## config.mk

```make
export PLATFORM = sky130hd
export DESIGN_NAME = rst_sched
export DESIGN_NICKNAME = d
export VERILOG_FILES = /design/src/rtl/rst_sched.sv
export SDC_FILE = /design/constraint.sdc
export NUM_CORES = 1
export LEC_CHECK = 0
export ABC_AREA = 0
export BUFFER_PORTS_ARGS = -buffer_cell sky130_fd_sc_hd__buf_4
export CORE_UTILIZATION = 46
export DETAILED_ROUTE_END_ITERATION = 16
export GPL_ROUTABILITY_DRIVEN = 0
export PLACE_DENSITY = 0.65
export SLEW_MARGIN = 20
export SYNTH_ARGS = -nofsm -noshare
export SYNTH_HDL_FRONTEND = slang
export SYNTH_SLANG_ARGS = --single-unit
```

## constraint.sdc

```tcl
create_clock -name in_clk -period 2.4 [get_ports in_clk]
set_input_delay 0.12 -clock in_clk [delete_from_list [all_inputs] [get_ports in_clk]]
set_output_delay 0.12 -clock in_clk [all_outputs]
set_load 0.05 [all_outputs]
```

## src/rtl/rst_sched.sv

```systemverilog
// rtl/rst_sched.sv - round-robin scheduler sharing one reset generator among N_REQ requesters
module rst_sched #(
    parameter int N_REQ    = 4,
    parameter int HOLD_CYC = 8,
    parameter int TIMEOUT  = 16,
    localparam int OW      = (N_REQ > 1) ? $clog2(N_REQ) : 1
) (
    input  logic             in_clk,
    input  logic             in_rst_n,
    input  logic [N_REQ-1:0] in_req,
    input  logic             in_rst,
    output logic             out_fsm_rst,
    output logic [N_REQ-1:0] out_ack,
    output logic             out_err,
    output logic             out_busy,
    output logic [OW-1:0]    out_owner,
    output logic [7:0]       out_err_cnt
);

    typedef enum logic [2:0] {
        ST_IDLE,
        ST_ASSERT,
        ST_HOLD,
        ST_RELEASE,
        ST_DONE,
        ST_FAIL
    } state_t;

    localparam logic [7:0] TO_LAST   = 8'(TIMEOUT - 1);
    localparam logic [7:0] HOLD_LAST = 8'(HOLD_CYC - 1);
    localparam logic [OW-1:0] PTR_LAST = OW'(N_REQ - 1);

    state_t            state, state_nx;
    logic [7:0]        timer, timer_nx;
    logic [7:0]        hold_cnt, hold_nx;
    logic [OW-1:0]     rr_ptr, rr_nx;
    logic [OW-1:0]     owner, owner_nx;
    logic              found;
    logic [OW-1:0]     grant_idx;
    logic [OW:0]       rr_sum;
    logic [N_REQ-1:0]  ack_nx;

    // Search starts at rr_ptr and wraps, so the last owner is considered last.
    always_comb begin
        found     = 1'b0;
        grant_idx = '0;
        rr_sum    = '0;
        for (int i = 0; i < N_REQ; i++) begin
            rr_sum = {1'b0, rr_ptr} + (OW+1)'(i);
            if (rr_sum >= (OW+1)'(N_REQ)) begin
                rr_sum = rr_sum - (OW+1)'(N_REQ);
            end
            if (!found && in_req[rr_sum[OW-1:0]]) begin
                found     = 1'b1;
                grant_idx = rr_sum[OW-1:0];
            end
        end
    end

    always_comb begin
        state_nx = state;
        timer_nx = timer;
        hold_nx  = hold_cnt;
        rr_nx    = rr_ptr;
        owner_nx = owner;
        case (state)
            ST_IDLE: begin
                if (found) begin
                    owner_nx = grant_idx;
                    rr_nx    = (grant_idx == PTR_LAST) ? '0 : grant_idx + 1'b1;
                    timer_nx = '0;
                    state_nx = ST_ASSERT;
                end
            end
            ST_ASSERT: begin
                if (in_rst) begin
                    timer_nx = '0;
                    hold_nx  = '0;
                    state_nx = ST_HOLD;
                end else if (timer == TO_LAST) begin
                    state_nx = ST_FAIL;
                end else begin
                    timer_nx = timer + 8'd1;
                end
            end
            ST_HOLD: begin
                if (hold_cnt == HOLD_LAST) begin
                    timer_nx = '0;
                    state_nx = ST_RELEASE;
                end else begin
                    hold_nx = hold_cnt + 8'd1;
                end
            end
            ST_RELEASE: begin
                if (!in_rst) begin
                    state_nx = ST_DONE;
                end else if (timer == TO_LAST) begin
                    state_nx = ST_FAIL;
                end else begin
                    timer_nx = timer + 8'd1;
                end
            end
            ST_DONE:  state_nx = ST_IDLE;
            ST_FAIL:  state_nx = ST_IDLE;
            default:  state_nx = ST_IDLE;
        endcase
    end

    always_comb begin
        ack_nx = '0;
        if (state_nx == ST_DONE || state_nx == ST_FAIL) begin
            ack_nx[owner_nx] = 1'b1;
        end
    end

    // Outputs are registered from next-state so they line up with the state they describe.
    always_ff @(posedge in_clk or negedge in_rst_n) begin
        if (!in_rst_n) begin
            state       <= ST_IDLE;
            timer       <= '0;
            hold_cnt    <= '0;
            rr_ptr      <= '0;
            owner       <= '0;
            out_fsm_rst <= 1'b0;
            out_ack     <= '0;
            out_err     <= 1'b0;
            out_err_cnt <= '0;
        end else begin
            state       <= state_nx;
            timer       <= timer_nx;
            hold_cnt    <= hold_nx;
            rr_ptr      <= rr_nx;
            owner       <= owner_nx;
            out_fsm_rst <= (state_nx == ST_ASSERT) || (state_nx == ST_HOLD);
            out_ack     <= ack_nx;
            out_err     <= (state_nx == ST_FAIL);
            if (state_nx == ST_FAIL && out_err_cnt != 8'hFF) begin
                out_err_cnt <= out_err_cnt + 8'd1;
            end
        end
    end

    assign out_busy  = (state != ST_IDLE);
    assign out_owner = owner;

endmodule
```

==> flow_metrics.py <==
metrics = {
    "status": {
        "status": "finished clean",
    },
    "clock_tree": {
        "clock_tree.root_cell": "clkbuf_8",
        "postCtsSetupRepairBufs": 0,
        "clock_path_buffers": 2,
        "numCtsBuffers": 5,
        "htreeDepth": 2,
        "cts_tree": "yes",
        "clk_latency_ns": 0.29,
        "cts.sinks": 37,
        "clkTransAtPathRegs_ns": 0.07,
    },
    "timing": {
        "setup_viol": 0,
        "fin_crit_sh_pct": 94.83,
        "tightest_slew_ns": 0.6649,
        "maxSlewViolCount": 0,
        "fmax_ghz": 0.4394,
        "min_period_ns": 2.276,
        "timing.final.ws_setup_ns": 0.1241,
        "hold_viol": 0,
        "fin_skew_ns": 0.005810,
        "fin_hold_ws_ns": 0.2436,
        "max_slew_margin_pct": 55.57,
    },
    "power_and_ir_drop": {
        "swShare_pct": 46.28,
        "internal-power_mw": 1.656,
        "power_frac_seq_pct": 31.7,
        "p_switching_mw": 1.427,
        "clockPowerShare_pct": 15.5,
        "worst_ir_drop_vdd_uv": 992.4,
        "combPwrFrac_pct": 52.7,
        "powerDensity_nw_per_um2": 1249,
        "p_leak_nw": 1.102,
    },
    "cells_and_area": {
        "num-nets-final": 249,
        "diodes": 0,
        "finalInstanceArea_um2": 2469,
        "area_growth_pct": 19.87,
        "layout-drive-gt1-share_pct": 25.42,
    },
    "synthesis": {
        "synthTopCellsByArea": "dfrtp_1 45%, nand2_1 3.1%, nor4_4 3.1%, nand2b_1 2.7%, mux2i_1 2.4%",
        "syn_inst": 203,
        "async_flop_share_pct": 100.0,
        "syn-num-nets": 213,
        "ys_seq_area_share_pct": 44.96,
        "synth_cell_types": 52,
        "synth_top_cell_by_area": "dfrtp_1",
        "synth_area_per_cell_um2": 10.15,
        "synth-edff-count": 0,
        "synth_ff_type": "dfrtp_1",
        "yosysWarnings": 0,
        "syn_area_um2": 2059,
        "synth-seq-cells": 37,
        "synth_top_area_share_pct": 44.96,
    },
    "worst_setup_path": {
        "path_cells": "ha_1 -> nand2_2 -> nor3_4 -> a221oi_4 -> buf_4 -> inv_2 -> or4_1 -> a21oi_1",
        "cp.arrival_ns": 2.50,
        "cpLargestDelayFamily": "simple AND/OR/NAND/NOR gates",
        "crit_fanout": 10,
        "crit_type": "flop to flop",
        "worstSetupEndpointType": "flop",
        "cpPeakStageDelay_ns": 0.51,
        "path_buf_inv": 2,
        "cp_slowest_cell": "or4_1",
        "crit_required_ns": 2.62,
        "cp-start-kind": "flop",
    },
    "placement": {
        "place_hpwl_um": 3086,
        "numPortBuffers": 23,
        "placed_cell_area_um2": 2344,
        "place_ws_ns": -0.002768,
    },
    "global_route": {
        "grt_antenna_before_repair": 0,
        "grt_max_degree": 38,
        "grt_pass1_wl_um": 7031,
        "overflow": 0,
        "grt.total_usage_pct": 20.53,
        "grt_pass1_vias": 1596,
    },
    "routing": {
        "drc_errors": 0,
        "drt_first_iter_violations": 169,
        "wl_per_cell_um": 14.82,
        "wl_um": 4297,
        "vias": 1720,
        "vias_per_cell": 5.931,
        "first_pass_iters": 4,
        "antenna_left": 0,
    },
    "floorplanning": {
        "initial_core_util_pct": 49.70,
        "coreArea_um2": 4144,
        "core.rowCount": 23,
        "io_pins": 24,
        "die-width_um": 68.91,
        "die_y_um": 68.91,
        "dieArea_um2": 4749,
    },
    "hold_path": {
        "hold_class": "primary input to flop",
    },
    "flow_run": {
        "cap_violations": 0,
    },
}
[tightest hold or removal path, cell delays in order]
cell	delay (ns)
buf_4	0.10
and2_1	0.15
o41ai_2	0.10
[layout by cell type (no fill, tap or decap), types with 4 or more instances in the layout]
cell type  count
o21ai_0        8
buf_4         32
nand2b_1       9
nor2_1        13
dfrtp_1       37
nand2_1       16
clkbuf_8       7
o22ai_1        4
nand3_1        8
nor2b_1        5
xor2_1         5
mux2i_1        5
a21oi_1        9
and3_1         5
inv_1          7
nand4_1        4
[Yosys cell counts, types with 4 or more instances]
cell type  instances
and3_1             5
a31oi_1            4
nand3_1            8
inv_1              7
xor2_1             5
a21oi_1            9
o22ai_1            4
nor2b_1            5
o21ai_0            8
nand2b_1           9
mux2i_1            5
nand4_1            4
dfrtp_1           37
nand2_1           17
nor2_1            13
[final timing paths]
path                             startpoint            to  slack, ns  depth (start not counted)
min in group asynchronous          in_rst_n     rr_ptr[1]       0.33                          2
worst max register to register  hold_cnt[0]   hold_cnt[5]       0.12                          8
max in group asynchronous          in_rst_n  out_owner[1]       1.73                          2
worst min register to register     timer[0]      timer[0]       0.50                          1
worst min-delay path              in_req[0]  out_owner[0]       0.24                          3
worst max-delay path            hold_cnt[0]   hold_cnt[5]       0.12                          8
[stage by stage]
step / TNS [ns] / power, mW / utilization [%] / cells
6_report: 0 / 3.082 / 59.57 / 290
5_1_grt: -0.03794 / 3.296 / 59.57 / 290
4_1_cts: 0 / 3.095 / 59.24 / 290
3_3_place_gp: 0 / 2.568 / 56.55 / 281
2_1_floorplan: 0 / 2.106 / - / 203
3_5_place_dp: -0.002768 / 2.602 / 56.55 / 281
[final cells by class]
cell class	count	area (um^2)
clock buffers	7	96.34
flip-flops and latches	37	925.9
multi-input cells	152	1075
fillers	368	1675
inverters	9	33.78
well taps	50	62.56
clock inverters	1	5.005
repair buffers	34	270.3
[registers in the layout (all words and copies together), names as in the netlist]
name / count
hold_cnt: 8
out_err_cnt: 8
timer: 8
out_ack: 4
state: 3
out_owner: 2
rr_ptr: 2
out_err: 1
out_fsm_rst: 1
[layer usage]
| layer | vias to the layer above | GRT usage (%) | part of all wire (%) |
|---|---|---|---|
| li1 | 828 | - | - |
| met1 | 829 | 24.40 | 44 |
| met3 | 8 | 5.428 | 5.5 |
| met2 | 55 | 35.44 | 49 |
| met5 | - | 0 | 0 |
| met4 | 0 | 7.398 | 1.2 |
[logic make-up (layout without fill, tap and decap cells)]
family	count (synthesis)	after routing	share of synthesized area, %
AO/OA/AOI/OAI	45	45	15.74
XOR/XNOR	6	6	2.552
adder cells (fa/ha/maj)	3	3	1.823
buffers and inverters	14	51	3.524
flip-flops	37	37	44.96
multiplexers	9	9	4.617
AND/OR/NAND/NOR	89	89	26.79
[power groups by stage]
stage / registers (mW) / logic [mW] / clock network, mW
2_1_floorplan: 1.23 / 0.879 / 0
3_3_place_gp: 0.969 / 1.60 / 0
3_5_place_dp: 0.983 / 1.62 / 0
4_1_cts: 0.976 / 1.62 / 0.497
5_1_grt: 1.01 / 1.77 / 0.523
6_report: 0.978 / 1.63 / 0.478
[repair_timing]
item,CTS,global route
gates resized for setup,0,3
hold buffers,1,0
endpoints found under the hold margin,37,0
setup endpoints to repair,0,12
No activity file was read; power rests on OpenSTA's default activity.
